===== config.mk =====
export PLATFORM = sky130hd
export DESIGN_NAME = eth_udp_rx
export DESIGN_NICKNAME = d
export VERILOG_FILES = /design/src/rtl/eth_pkg.sv /design/src/rtl/crc32_d8_rx.sv /design/src/rtl/eth_udp_rx.sv
export SDC_FILE = /design/constraint.sdc
export NUM_CORES = 1
export LEC_CHECK = 0
export ABC_AREA = 1
export ABC_CLOCK_PERIOD_IN_PS = 9300
export CAP_MARGIN = 0
export CORE_UTILIZATION = 50
export CTS_CLUSTER_SIZE = 24
export DETAILED_ROUTE_END_ITERATION = 6
export DONT_BUFFER_PORTS = 1
export PLACE_DENSITY = 0.62
export REMOVE_ABC_BUFFERS = 1
export SKIP_LAST_GASP = 1
export SYNTH_ARGS = -nofsm -noshare
export SYNTH_HDL_FRONTEND = slang
export SYNTH_HIERARCHICAL = 1
export SYNTH_SLANG_ARGS = --single-unit

===== constraint.sdc =====
create_clock -name gmii_rx_clk -period 9.3 [get_ports gmii_rx_clk]
set_clock_uncertainty 0.05 [all_clocks]
set_input_delay 2.79 -clock gmii_rx_clk [delete_from_list [all_inputs] [get_ports gmii_rx_clk]]
set_output_delay 2.79 -clock gmii_rx_clk [all_outputs]
set_load 0.02 [all_outputs]

===== src/rtl/eth_pkg.sv =====
// Shared definitions for the GMII UDP receiver: FSM encoding, header offsets,
// protocol constants and CRC residue.
package eth_pkg;

   typedef enum logic [2:0] {
      IDLE, PREAMBLE, ETH_HDR, IP_HDR, UDP_HDR, PAYLOAD, FCS_WAIT, DROP
   } state_t;

   localparam int unsigned CNT_W       = 11;
   typedef logic [CNT_W-1:0] cnt_t;

   localparam int unsigned ETH_HDR_LEN = 14;
   localparam int unsigned IP_HDR_LEN  = 20;
   localparam int unsigned UDP_HDR_LEN = 8;

   // Byte index (within the current header) of the last byte of each field
   localparam cnt_t ETH_DST_LAST  = cnt_t'(5);
   localparam cnt_t ETH_TYPE_LAST = cnt_t'(ETH_HDR_LEN - 1);
   localparam cnt_t IP_VER_OFF    = cnt_t'(0);
   localparam cnt_t IP_PROTO_OFF  = cnt_t'(9);
   localparam cnt_t IP_SRC_LAST   = cnt_t'(15);
   localparam cnt_t IP_DST_LAST   = cnt_t'(IP_HDR_LEN - 1);
   localparam cnt_t UDP_SRC_LAST  = cnt_t'(1);
   localparam cnt_t UDP_DST_LAST  = cnt_t'(3);
   localparam cnt_t UDP_LEN_LAST  = cnt_t'(5);
   localparam cnt_t UDP_HDR_LAST  = cnt_t'(UDP_HDR_LEN - 1);
   localparam cnt_t CNT_MAX       = '1;

   localparam logic [7:0]  PRE_BYTE       = 8'h55;
   localparam logic [7:0]  SFD_BYTE       = 8'hD5;
   localparam logic [7:0]  IP_VER_IHL     = 8'h45;
   localparam logic [7:0]  IP_PROTO_UDP   = 8'h11;
   localparam logic [15:0] ETHERTYPE_IPV4 = 16'h0800;
   localparam logic [15:0] UDP_LEN_MIN    = 16'd9;
   localparam logic [15:0] UDP_HDR_BYTES  = 16'd8;
   localparam logic [31:0] CRC_RESIDUE    = 32'hC704DD7B;
   localparam logic [47:0] MAC_BCAST      = '1;

endpackage


===== src/rtl/crc32_d8_rx.sv =====
// Byte-wide Ethernet CRC-32, bits taken LSB first into an MSB-first register,
// so a clean frame+FCS leaves the standard 32'hC704DD7B residue.
module crc32_d8_rx (
   input  logic        clk,
   input  logic        rst,
   input  logic        init,
   input  logic        en,
   input  logic [7:0]  data,
   output logic [31:0] crc
);

   function automatic logic [31:0] crc_step(input logic [31:0] c, input logic [7:0] d);
      logic [31:0] r;
      r = c;
      for (int i = 0; i < 8; i++) begin
         if (r[31] ^ d[i]) r = {r[30:0], 1'b0} ^ 32'h04C11DB7;
         else              r = {r[30:0], 1'b0};
      end
      return r;
   endfunction

   always_ff @(posedge clk or posedge rst) begin
      if (rst)       crc <= '1;
      else if (init) crc <= '1;
      else if (en)   crc <= crc_step(crc, data);
   end

endmodule


===== src/rtl/eth_udp_rx.sv =====
// GMII receiver that filters Ethernet/IPv4/UDP frames for one station and
// streams the UDP payload with sender info, FCS status and drop pulses.
module eth_udp_rx
   import eth_pkg::*;
#(
   parameter logic [47:0] LOCAL_MAC  = 48'h00_0a_35_01_fe_ca,
   parameter logic [31:0] LOCAL_IP   = 32'hC0A8_0003,
   parameter logic [15:0] LOCAL_PORT = 16'd6102
) (
   input  logic        gmii_rx_clk,
   input  logic        rst,
   input  logic        gmii_rx_dv,
   input  logic        gmii_rx_er,
   input  logic [7:0]  gmii_rxd,
   output logic [7:0]  rx_data,
   output logic        rx_valid,
   output logic        rx_last,
   output logic [15:0] rx_len,
   output logic [31:0] rx_src_ip,
   output logic [15:0] rx_src_port,
   output logic        rx_done,
   output logic        rx_crc_ok,
   output logic        rx_drop
);

   state_t      state;
   cnt_t        cnt;
   logic [39:0] sh;
   logic [47:0] field;
   logic [31:0] src_ip_q;
   logic [15:0] src_port_q;
   logic [15:0] len_q;
   logic        err;
   logic [31:0] crc;
   logic        crc_init;

   // Field ending on the byte currently on the bus
   assign field    = {sh, gmii_rxd};
   assign crc_init = (state == IDLE) || (state == PREAMBLE);

   crc32_d8_rx u_crc (
      .clk  (gmii_rx_clk),
      .rst  (rst),
      .init (crc_init),
      .en   (gmii_rx_dv),
      .data (gmii_rxd),
      .crc  (crc)
   );

   always_ff @(posedge gmii_rx_clk or posedge rst) begin
      if (rst) begin
         state       <= IDLE;
         cnt         <= '0;
         sh          <= '0;
         src_ip_q    <= '0;
         src_port_q  <= '0;
         len_q       <= '0;
         err         <= 1'b0;
         rx_data     <= '0;
         rx_valid    <= 1'b0;
         rx_last     <= 1'b0;
         rx_len      <= '0;
         rx_src_ip   <= '0;
         rx_src_port <= '0;
         rx_done     <= 1'b0;
         rx_crc_ok   <= 1'b0;
         rx_drop     <= 1'b0;
      end else begin
         rx_valid <= 1'b0;
         rx_last  <= 1'b0;
         rx_done  <= 1'b0;
         rx_drop  <= 1'b0;
         if (gmii_rx_dv) sh <= field[39:0];
         if (state != IDLE && gmii_rx_dv && cnt != CNT_MAX) cnt <= cnt + cnt_t'(1);
         if (state == IDLE)   err <= 1'b0;
         else if (gmii_rx_er) err <= 1'b1;

         if (state != IDLE && state != FCS_WAIT && !gmii_rx_dv) begin
            // Frame ended early (or a dropped frame finished): close out payload if any
            rx_drop <= 1'b1;
            rx_last <= (state == PAYLOAD) && (cnt != '0);
            state   <= IDLE;
            cnt     <= '0;
         end else if (state != IDLE && state != DROP && gmii_rx_dv && cnt == CNT_MAX) begin
            state <= DROP;
            cnt   <= '0;
         end else begin
            case (state)
               IDLE: begin
                  if (gmii_rx_dv && gmii_rxd == PRE_BYTE) begin
                     state <= PREAMBLE;
                     cnt   <= '0;
                  end
               end
               PREAMBLE: begin
                  if (gmii_rxd == SFD_BYTE) begin
                     state <= ETH_HDR;
                     cnt   <= '0;
                  end else if (gmii_rxd != PRE_BYTE) begin
                     state <= DROP;
                     cnt   <= '0;
                  end
               end
               ETH_HDR: begin
                  if (cnt == ETH_DST_LAST && field != LOCAL_MAC && field != MAC_BCAST) begin
                     state <= DROP;
                     cnt   <= '0;
                  end else if (cnt == ETH_TYPE_LAST) begin
                     state <= (field[15:0] == ETHERTYPE_IPV4) ? IP_HDR : DROP;
                     cnt   <= '0;
                  end
               end
               IP_HDR: begin
                  if ((cnt == IP_VER_OFF && gmii_rxd != IP_VER_IHL) ||
                      (cnt == IP_PROTO_OFF && gmii_rxd != IP_PROTO_UDP)) begin
                     state <= DROP;
                     cnt   <= '0;
                  end else if (cnt == IP_SRC_LAST) begin
                     src_ip_q <= field[31:0];
                  end else if (cnt == IP_DST_LAST) begin
                     state <= (field[31:0] == LOCAL_IP) ? UDP_HDR : DROP;
                     cnt   <= '0;
                  end
               end
               UDP_HDR: begin
                  if (cnt == UDP_SRC_LAST) begin
                     src_port_q <= field[15:0];
                  end else if ((cnt == UDP_DST_LAST && field[15:0] != LOCAL_PORT) ||
                               (cnt == UDP_LEN_LAST && field[15:0] < UDP_LEN_MIN)) begin
                     state <= DROP;
                     cnt   <= '0;
                  end else if (cnt == UDP_LEN_LAST) begin
                     len_q <= field[15:0] - UDP_HDR_BYTES;
                  end else if (cnt == UDP_HDR_LAST) begin
                     rx_len      <= len_q;
                     rx_src_ip   <= src_ip_q;
                     rx_src_port <= src_port_q;
                     state       <= PAYLOAD;
                     cnt         <= '0;
                  end
               end
               PAYLOAD: begin
                  rx_valid <= 1'b1;
                  rx_data  <= gmii_rxd;
                  if (16'(cnt) == rx_len - 16'd1) begin
                     rx_last <= 1'b1;
                     state   <= FCS_WAIT;
                     cnt     <= '0;
                  end
               end
               FCS_WAIT: begin
                  if (!gmii_rx_dv) begin
                     rx_done   <= 1'b1;
                     rx_crc_ok <= (crc == CRC_RESIDUE) && !err && !gmii_rx_er;
                     state     <= IDLE;
                     cnt       <= '0;
                  end
               end
               DROP: ;
               default: begin
                  state <= IDLE;
                  cnt   <= '0;
               end
            endcase
         end
      end
   end

endmodule


==> out/metrics.yaml <==
run_status:
  status: "finished clean"
final_layout:
  antenna_cells: 0
  drive_above_1_share: 0.0944
  finalNetCount: 1577
  seq_area_mm2: 0.00575
  final-instance-count-excl-fill: 1898
  area_delta_synth_final_pct: 8.33
  final_core_util: 0.559
  multi_input_area_mm2: 0.00548
  fillers: 2194
route:
  dr_total_vias: 9946
  avgRoutedWirePerCell_um: 16.7
  detail_route.vias_per_cell: 5.24
  drc: 0
  drt_iter0_drc: 894
  first_pass_iters: 5
  drt-total-wl_mm: 31.7
  final_antenna_net_count: 0
synth:
  seq_area_frac_synth: 0.469
  syn-cell-area_mm2: 0.0123
  synth_async_sr_flop_share: 1.00
  synth_edf_count: 0
  ys_ff_latch: 228
  yosysWarnings: 6
  yosysUniqueCellTypes: 47
  yosys-top-cells-area: "dfrtp_1 (40%), nand2_1 (15%), dfstp_2 (6.9%)"
  yosys_most_used_dff: "dfrtp_1"
  yosysTopAreaCell: "dfrtp_1"
  synth.avg_cell_area_um2: 7.77
  syn_inst: 1577
  netlist.area_leader.share: 0.400
cts:
  cts_buffers: 25
  clkLatencyLatePin_ns: 0.53
  path_clk_slew_ns: 0.07
  clock_path_buffers: 3
  hold_buffers: 0
  post_cts.repair.setup_buffers: 0
  cts_resized: 0
  clock_sinks: 228
  cts_root_buf: "clkbuf_16"
  h-tree-depth: 1
  cts_tree: "built"
worst_setup_path:
  reg2reg_depth: 9
  cp-start-kind: "primary input"
  worstPathArrival_ns: 4.98
  cp-end-kind: "flip-flop"
  r2r_slack_ns: 6.16
  reg2reg_from: "cnt[0]"
  cp_max_fo: 100
  cp.required_ns: 9.66
  rr_endpoint: "rx_src_ip[30]"
  crit_type: "primary input to flip-flop"
global_route:
  antenna_found_initial: 0
  grt_pass1_vias: 9525
  gr-total-overflow: 0
  grtUsageMet3: 0.0359
  track_usage: 0.259
  grt_use_met1: 0.347
  busiest_layer: "met2"
  grt_start_max_net_pins: 120
  grt_use_met2: 0.437
  grt_pass1_wl_mm: 50.8
die:
  die_h_um: 159
  chipWidth_um: 159
  start_util: 0.516
  die-area_mm2: 0.0251
  row_count: 56
  boundaryPins: 89
  fp.coreArea_mm2: 0.0238
place:
  io_buffer_count: 0
  dpl.cell_count: 1852
  hpwlAfterDp_mm: 22.1
  place.gp.congestion: 0.926
power:
  peakVddDrop_v: 0.000179
  p_per_area_mw_per_mm2: 251
  leakage_nw: 6.73
sta:
  hold_viol: 0
  min_period_ns: 4.62
  max_slew.worst_pin.slew_ns: 1.22
  rsz0062_at_grt: "no"
  fin_tns_setup_ns: 0
  max_clock_freq_ghz: 0.217
  final.period_utilization: 0.497
  slew_viol_final: 0
  slew_headroom: 0.187
  setup_viol: 0
hold_path:
  hold_class: "flip-flop to flip-flop"
  worstHoldStart: "src_ip_q[10]"
  hold_depth: 2
  hold-path-endpoint: "src_ip_q[10]"
run:
  drv_cap: 0
[through the flow]
stage | hold slack, ns | power, mW | worst slack, ns | area [um2]
6_report | 0.437 | 3.33 | 4.68 | 13300
5_1_grt | 0.469 | 3.55 | 4.53 | 13300
4_1_cts | 0.439 | 3.34 | 4.71 | 13300
3_5_place_dp | 0.425 | 2.32 | 4.17 | 12400
3_3_place_gp | 0.414 | 2.30 | 4.24 | 12400
2_1_floorplan | 0.403 | 2.06 | 1.12 | 12000
[state kept, by name, summed over array words and instances, names as in the netlist, 3 cells and up]
name / flops
src_ip_q: 32
sh: 40
rx_len: 16
u_crc/crc: 32
src_port_q: 16
rx_src_port: 16
state: 3
cnt: 11
rx_data: 8
rx_src_ip: 32
len_q: 16
[cells in the final DEF (no fill, tap or decap), types with 2 or more instances in the layout]
cell,Yosys,layout
nand2_1,477,477
dfrtp_1,196,196
inv_1,194,193
nor2_1,167,167
o21ai_0,112,112
nand3_1,82,82
a21oi_1,57,57
xor2_1,49,49
mux2_4,32,32
dfstp_2,32,32
o21ai_1,25,25
clkbuf_16,0,25
nand4_1,17,17
inv_2,8,8
nor2_2,8,8
xnor2_1,8,8
nor3_1,8,8
nand2_2,7,7
buf_4,4,6
a22oi_1,6,6
nand3b_1,5,5
ha_1,5,5
clkbuf_1,13,5
nor2_4,4,4
clkbuf_8,0,4
nor3_4,3,3
clkinvlp_4,0,3
clkinv_4,0,3
o211ai_1,2,2
inv_8,0,2
nor4_1,2,2
clkinv_2,0,2
bufinv_16,0,2
o22ai_1,2,2
xor2_2,2,2
[cells in the mapped netlist (3+ instances only)]
cell	number
buf_4	4
ha_1	5
a21oi_1	57
xor2_1	49
xnor2_1	8
nand4_1	17
nor2_4	4
nand3b_1	5
inv_1	194
nand3_1	82
dfrtp_1	196
buf_6	4
nor3_4	3
dfstp_2	32
nand2_1	477
clkbuf_1	13
nand2_2	7
a22oi_1	6
nor2_2	8
nor2_1	167
nor3_1	8
o21ai_1	25
buf_2	29
inv_2	8
o21ai_0	112
mux2_4	32
[critical path, cell delays in order]
cell,delay [ns]
inv_1,0.12
nor2_2,0.20
nand4_2,0.23
nand4_4,0.56
buf_4,0.66
mux2_4,0.35
[routing by layer]
layer  routed length (um)  share of wire
met3                 1680          0.053
met5                    0              0
met2                14900           0.47
met1                14300           0.45
met4                  839          0.026
[layout make-up]
type,instances,area share
clock inverters,12,0.0105
repair buffers,6,0.00339
multi-input cells,1096,0.413
inverters,203,0.0580
clock buffers,34,0.0527
well taps,319,0.0301
flip-flops and latches,228,0.433
[power by group]
| group | switching (mW) | internal, mW |
|---|---|---|
| Sequential | 0.152 | 1.18 |
| Clock | 0.422 | 0.588 |
| Combinational | 0.670 | 0.316 |
| Total | 1.24 | 2.09 |
[how the worst max path moves through the flow]
stage,from,to,cells past startpoint,slack (ns)
finish,gmii_rx_dv,rx_src_ip[30],6,4.68
global route,gmii_rx_dv,rx_src_ip[2],6,4.53
CTS,gmii_rx_dv,rx_src_ip[30],6,4.71
detailed placement,gmii_rx_dv,rx_src_ip[28],6,4.17
global placement,gmii_rx_dv,rx_src_ip[28],6,4.24
floorplan,rst,cnt[0],1,1.12
[cell families after synthesis]
| family | synth area share |
|---|---|
| AO/OA/AOI/OAI | 0.0891 |
| XOR/XNOR | 0.0434 |
| adder cells (fa/ha/maj) | 0.00511 |
| buffers and inverters | 0.0841 |
| flip-flops | 0.469 |
| multiplexers | 0.0400 |
| AND/OR/NAND/NOR | 0.269 |
Note: power is estimated with default switching activity, not from simulation.
